--- src/rtl/uart_frame_parser.sv ---
// Delineates SOF/CMD/ADDR/LEN/DATA/CRC command frames from the UART RX byte stream,
// checks the trailing CRC8 via the shared engine and holds validated frames for the AXI front-end.
module uart_frame_parser #(
    parameter int          MAX_PAYLOAD    = 16,
    parameter int          TIMEOUT_CYCLES = 100000,
    parameter logic [7:0]  SOF_BYTE       = 8'hA5,
    localparam int         LEN_W          = $clog2(MAX_PAYLOAD + 1),
    localparam int         IDX_W          = (MAX_PAYLOAD > 1) ? $clog2(MAX_PAYLOAD) : 1
) (
    input  logic              clk,
    input  logic              rst,
    input  logic              rx_valid,
    input  logic [7:0]        rx_data,
    output logic              rx_ready,
    output logic              crc_enable,
    output logic [7:0]        crc_data,
    output logic              crc_reset,
    input  logic [7:0]        crc_value,
    output logic              frame_valid,
    output logic [7:0]        frame_cmd,
    output logic [31:0]       frame_addr,
    output logic [LEN_W-1:0]  frame_len,
    input  logic [IDX_W-1:0]  rd_idx,
    output logic [7:0]        rd_data,
    input  logic              frame_ack,
    output logic              crc_err,
    output logic              len_err,
    output logic              timeout_err
);

    localparam int TO_W  = $clog2(TIMEOUT_CYCLES + 1);
    localparam int DEPTH = 1 << IDX_W;

    typedef enum logic [2:0] {
        S_IDLE,
        S_CMD,
        S_ADDR,
        S_LEN,
        S_DATA,
        S_CRC,
        S_READY
    } state_t;

    state_t            state_q;
    logic [7:0]        cmd_q;
    logic [31:0]       addr_q;
    logic [LEN_W-1:0]  len_q;
    logic [LEN_W-1:0]  data_cnt_q;
    logic [1:0]        addr_cnt_q;
    logic [TO_W-1:0]   idle_cnt_q;

    logic              rx_ready_q;
    logic              frame_valid_q;
    logic [7:0]        frame_cmd_q;
    logic [31:0]       frame_addr_q;
    logic [LEN_W-1:0]  frame_len_q;
    logic              crc_err_q;
    logic              len_err_q;
    logic              timeout_err_q;

    logic [7:0]        payload_mem [0:DEPTH-1];

    logic              accept;
    logic              in_frame;
    logic              folding;
    logic              sof_seen;
    logic              len_bad;
    logic              crc_check;
    logic              timeout_hit;
    logic [LEN_W-1:0]  data_cnt_d;

    assign accept     = rx_valid && rx_ready_q;
    assign in_frame   = (state_q == S_CMD) || (state_q == S_ADDR) || (state_q == S_LEN) ||
                        (state_q == S_DATA) || (state_q == S_CRC);
    assign folding    = (state_q == S_CMD) || (state_q == S_ADDR) || (state_q == S_LEN) ||
                        (state_q == S_DATA);
    assign sof_seen   = (state_q == S_IDLE) && accept && (rx_data == SOF_BYTE);
    assign len_bad    = (state_q == S_LEN) && accept && (rx_data > 8'(MAX_PAYLOAD));
    assign crc_check  = (state_q == S_CRC) && accept;
    // An accepted byte always beats an expiring idle counter.
    assign timeout_hit = in_frame && !accept && (idle_cnt_q == TO_W'(TIMEOUT_CYCLES - 1));
    assign data_cnt_d  = data_cnt_q + LEN_W'(1);

    // The CRC engine is driven combinationally so it folds the byte on the accepting edge.
    assign crc_enable = folding && accept;
    assign crc_data   = rx_data;
    assign crc_reset  = sof_seen || len_bad || crc_check || timeout_hit;

    assign rx_ready    = rx_ready_q;
    assign frame_valid = frame_valid_q;
    assign frame_cmd   = frame_cmd_q;
    assign frame_addr  = frame_addr_q;
    assign frame_len   = frame_len_q;
    assign crc_err     = crc_err_q;
    assign len_err     = len_err_q;
    assign timeout_err = timeout_err_q;
    assign rd_data     = frame_valid_q ? payload_mem[rd_idx] : 8'h00;

    always_ff @(posedge clk) begin
        if ((state_q == S_DATA) && accept) begin
            payload_mem[data_cnt_q[IDX_W-1:0]] <= rx_data;
        end
    end

    always_ff @(posedge clk) begin
        if (rst) begin
            state_q       <= S_IDLE;
            cmd_q         <= 8'h00;
            addr_q        <= 32'h0;
            len_q         <= '0;
            data_cnt_q    <= '0;
            addr_cnt_q    <= 2'd0;
            idle_cnt_q    <= '0;
            rx_ready_q    <= 1'b1;
            frame_valid_q <= 1'b0;
            frame_cmd_q   <= 8'h00;
            frame_addr_q  <= 32'h0;
            frame_len_q   <= '0;
            crc_err_q     <= 1'b0;
            len_err_q     <= 1'b0;
            timeout_err_q <= 1'b0;
        end else begin
            crc_err_q     <= 1'b0;
            len_err_q     <= 1'b0;
            timeout_err_q <= 1'b0;

            if (!in_frame || accept) begin
                idle_cnt_q <= '0;
            end else begin
                idle_cnt_q <= idle_cnt_q + TO_W'(1);
            end

            if (timeout_hit) begin
                state_q       <= S_IDLE;
                timeout_err_q <= 1'b1;
            end else begin
                case (state_q)
                    S_IDLE: begin
                        if (sof_seen) begin
                            state_q <= S_CMD;
                        end
                    end
                    S_CMD: begin
                        if (accept) begin
                            cmd_q      <= rx_data;
                            addr_cnt_q <= 2'd0;
                            state_q    <= S_ADDR;
                        end
                    end
                    S_ADDR: begin
                        if (accept) begin
                            addr_q[{addr_cnt_q, 3'b000} +: 8] <= rx_data;
                            addr_cnt_q <= addr_cnt_q + 2'd1;
                            if (addr_cnt_q == 2'd3) begin
                                state_q <= S_LEN;
                            end
                        end
                    end
                    S_LEN: begin
                        if (len_bad) begin
                            len_err_q <= 1'b1;
                            state_q   <= S_IDLE;
                        end else if (accept) begin
                            len_q      <= rx_data[LEN_W-1:0];
                            data_cnt_q <= '0;
                            state_q    <= (rx_data == 8'h00) ? S_CRC : S_DATA;
                        end
                    end
                    S_DATA: begin
                        if (accept) begin
                            data_cnt_q <= data_cnt_d;
                            if (data_cnt_d == len_q) begin
                                state_q <= S_CRC;
                            end
                        end
                    end
                    S_CRC: begin
                        // Output frame registers only change on a CRC match.
                        if (crc_check) begin
                            if (rx_data == crc_value) begin
                                frame_cmd_q   <= cmd_q;
                                frame_addr_q  <= addr_q;
                                frame_len_q   <= len_q;
                                frame_valid_q <= 1'b1;
                                rx_ready_q    <= 1'b0;
                                state_q       <= S_READY;
                            end else begin
                                crc_err_q <= 1'b1;
                                state_q   <= S_IDLE;
                            end
                        end
                    end
                    S_READY: begin
                        if (frame_ack) begin
                            frame_valid_q <= 1'b0;
                            rx_ready_q    <= 1'b1;
                            state_q       <= S_IDLE;
                        end
                    end
                    default: begin
                        state_q <= S_IDLE;
                    end
                endcase
            end
        end
    end

endmodule

--- config.mk ---
export PLATFORM = sky130hd
export DESIGN_NAME = uart_frame_parser
export DESIGN_NICKNAME = d
export VERILOG_FILES = /design/src/rtl/uart_frame_parser.sv
export SDC_FILE = /design/constraint.sdc
export NUM_CORES = 1
export LEC_CHECK = 0
export CORE_MARGIN = 3
export CORE_UTILIZATION = 35
export CTS_CLUSTER_SIZE = 14
export DETAILED_ROUTE_END_ITERATION = 12
export GPL_TIMING_DRIVEN = 0
export PLACE_DENSITY_LB_ADDON = 0.1
export SLEW_MARGIN = 0
export SYNTH_ARGS = -nofsm -noshare
export SYNTH_HDL_FRONTEND = slang
export SYNTH_SLANG_ARGS = --single-unit
--- constraint.sdc ---
create_clock -name clk -period 4.2 [get_ports clk]
set_input_delay 1.26 -clock clk [delete_from_list [all_inputs] [get_ports clk]]
set_output_delay 1.26 -clock clk [all_outputs]
set_load 0.05 [all_outputs]
==> impl_metrics.toml <==
[outcome]
status = "complete, no violations"

[clock_network]
cts_tree = "built"
cts_root_buffer = "clkbuf_16"
clock_latency_ns = 0.54
cts_buffers = 28
path_clk_slew_ns = 0.06
hold_buffers = 0
cts_sinks = 250
clk_path_buf_depth = 3
htreeDepth = 1

[power_and_ir_drop]
power_density_mw_per_mm2 = 421.9
vdd_drop_max_v = 0.0002769
leakage_nw = 4.171
total_power_mw = 5.362

[floorplan]
num_rows = 61
die_x_um = 176.0
ios = 92
core_area_mm2 = 0.02816
start_util_pct = 35.93
chipHeight_um = 176.0
die-area_mm2 = 0.03099

[placed_design]
dp.cells = 1250
hpwl_um = 16430
gp_congestion = 0.7603
post_dp_cell_area_mm2 = 0.01151
port-buffer-count = 88

[critical_path]
critPathCaptureType = "primary output"
crit_fanout = 7
cp.required_ns = 2.94
crit_arrival_ns = 2.93
start_kind = "input pin"
timing.critical_path.mode_cell = "mux4_2"
slowest_delay_ns = 0.55
crit_chain = "clkbuf_16 > buf_12 > mux4_2 > mux4_2 > and2_4 > buf_8"
crit_slowest_cell = "mux4_2"
crit_type = "input pin to primary output"

[global_routing]
met3_usage_pct = 3.333
track_usage_pct = 16.07
grt_pass1_wl_um = 38610
top_usage_layer = "met2"
grt_overflow_total = 0
grt_max_degree = 27
grt_util_met1_pct = 22.54
grt_pass1_vias = 6483
grt_use_met2_pct = 26.05
grt_antenna_before_repair = 0

[logic_synthesis]
ys_types = 57
synth_edf_count = 128
mappedNetlistNets = 818
syn_inst = 784
syn_area_mm2 = 0.01012
ys_seq_area_share_pct = 62.12
async_flop_share_pct = 0
ys_warn_count = 0
synth_ff_type = "edfxtp_1"
ys_ff_latch = 250
synth_area_per_cell_um2 = 12.91

[timing]
slew_headroom_pct = 26.59
fmax_ghz = 0.2386
hold_viol = 0
fin_crit_ns = 4.191
layout_worst_path_cycle_share_pct = 99.78
drv_slew = 0
rsz0062_at_grt = "yes"
skew_ns = 0.01165
worst_pin_slew_ns = 1.093
final-setup-viol-count = 0
fin_setup_tns_ns = 0

[worst_hold_path]
min_path_type = "flip-flop to flip-flop"

[detailed_routing]
num_vias = 6370
drc = 0
ant_nets = 0
first_iter_violations = 406
drt_first_pass_iters = 5
drt-total-wl_um = 24790
viasPerCell = 4.877
wl_per_cell_um = 18.98

[layout]
syn2layout_area_growth_pct = 25.58
layout_common_cells = "128 x edfxtp_1, 122 x dfxtp_1, 100 x nor2_1, 69 x clkdlybuf4s50_1, 59 x mux2i_1"
antenna_cells = 0
mostFrequentLayoutCell = "edfxtp_1"
drive_gt1_share_pct = 17.35
fillers = 2558
finish.instance_area_mm2 = 0.01271
fin_nets = 940
final_cells = 1306

[job]
maxCapViolations = 0
[repair_timing]
action	4_1_cts	5_1_grt
gates cloned	2	0
buffers inserted	0	3
endpoints found under the setup margin	18	8
resized for setup	153	10
pin swaps	0	1
[registers in the layout, indices dropped and copies added (netlist names)]
name and cells:
frame_addr 32, len_q 5, len_err 1, frame_len 5, frame_cmd 8, addr_q 32
frame_valid 1, state_q 3, timeout_err 1, data_cnt_q 5, cmd_q 8, addr_cnt_q 2
crc_err 1, rx_ready 1, idle_cnt_q 17, payload_mem 128
[cell usage after synthesis, types with 3 or more instances]
library cell	n	area, µm²
buf_4	12	90.09
and2_1	14	87.58
inv_1	7	26.28
a311oi_1	3	26.28
nor2_1	100	375.4
clkbuf_1	32	120.1
or4_1	3	22.52
mux2i_1	59	590.6
nor2b_1	3	18.77
ha_1	10	125.1
nand2_1	58	217.7
xnor2_1	17	148.9
dfxtp_1	122	2442
nor3_1	12	60.06
a21oi_1	40	200.2
edfxtp_1	128	3844
mux4_2	40	900.9
xor2_1	9	78.83
buf_2	6	30.03
nor3b_1	3	22.52
o21ai_0	6	30.03
nand3_1	44	220.2
nand4_1	8	50.05
or3_1	5	31.28
nand2b_1	4	25.02
and3_1	5	31.28
[report_power, final]
group          switching [mW]  total (mW)  internal (mW)
combinational           0.148       0.257          0.109
clock                   0.994        2.54           1.54
sequential            0.00266        2.57           2.57
total                    1.14        5.36           4.22
[cells by family after synthesis]
family | Yosys count | share of synthesized area [%]
and+or+nand+nor | 270 | 12.36
DFF | 250 | 62.12
muxes | 100 | 14.85
AOI/OAI and AO/OA | 67 | 4.117
buffers and inverters | 60 | 2.831
xor gates and xnor gates | 27 | 2.485
adders and majority gates | 10 | 1.236
[metal layers]
layer  part of all wire, %  wire length [µm]  up-vias
met1                    46             11470     3117
met2                    47             11740      127
met5                     0                 0        -
li1                      -                 -     3095
met3                   5.0              1231       31
met4                   1.4               356        0
[worst max-delay path: cells and delay by family]
family / cells / cell delay, ns
buf+inv: 3 / 0.44
mux: 2 / 1.04
simple gates: 1 / 0.18
[worst paths after layout]
| check | from | cells after the start | slack, ns | to |
|---|---|---|---|---|
| worst max-delay path | rd_idx[0] | 6 | 0.009 | rd_data[2] |
| worst min-delay path | addr_q[1] | 2 | 0.45 | addr_q[1] |
| worst max register to register | state_q[2] | 5 | 1.36 | payload_mem[8][5] |
| worst min register to register | addr_q[1] | 2 | 0.45 | addr_q[1] |
[per-stage QoR]
stage	utilization (%)	hold WS [ns]	setup WS [ns]
after global placement	40.85	0.4462	-1.654
after floorplan	-	0.4298	0.07928
final	45.12	0.4530	0.009136
after CTS	44.96	0.4554	-0.02589
after global routing	45.12	0.4779	-0.01811
after detailed placement	40.88	0.4473	-1.597
[area by class of cell]
type                            count  area [µm²]  area share [%]
Tap cell                          378       473.0           3.722
Clock buffer                       34       763.2           6.006
Sequential cell                   250        6286           49.46
Inverter                            7       26.28          0.2068
Multi-Input combinational cell    474        3593           28.28
Buffer                             51       380.4           2.993
Timing Repair Buffer               94       974.7           7.670
Clock inverter                     18       211.5           1.664
Power figures use the tool's default switching activity.
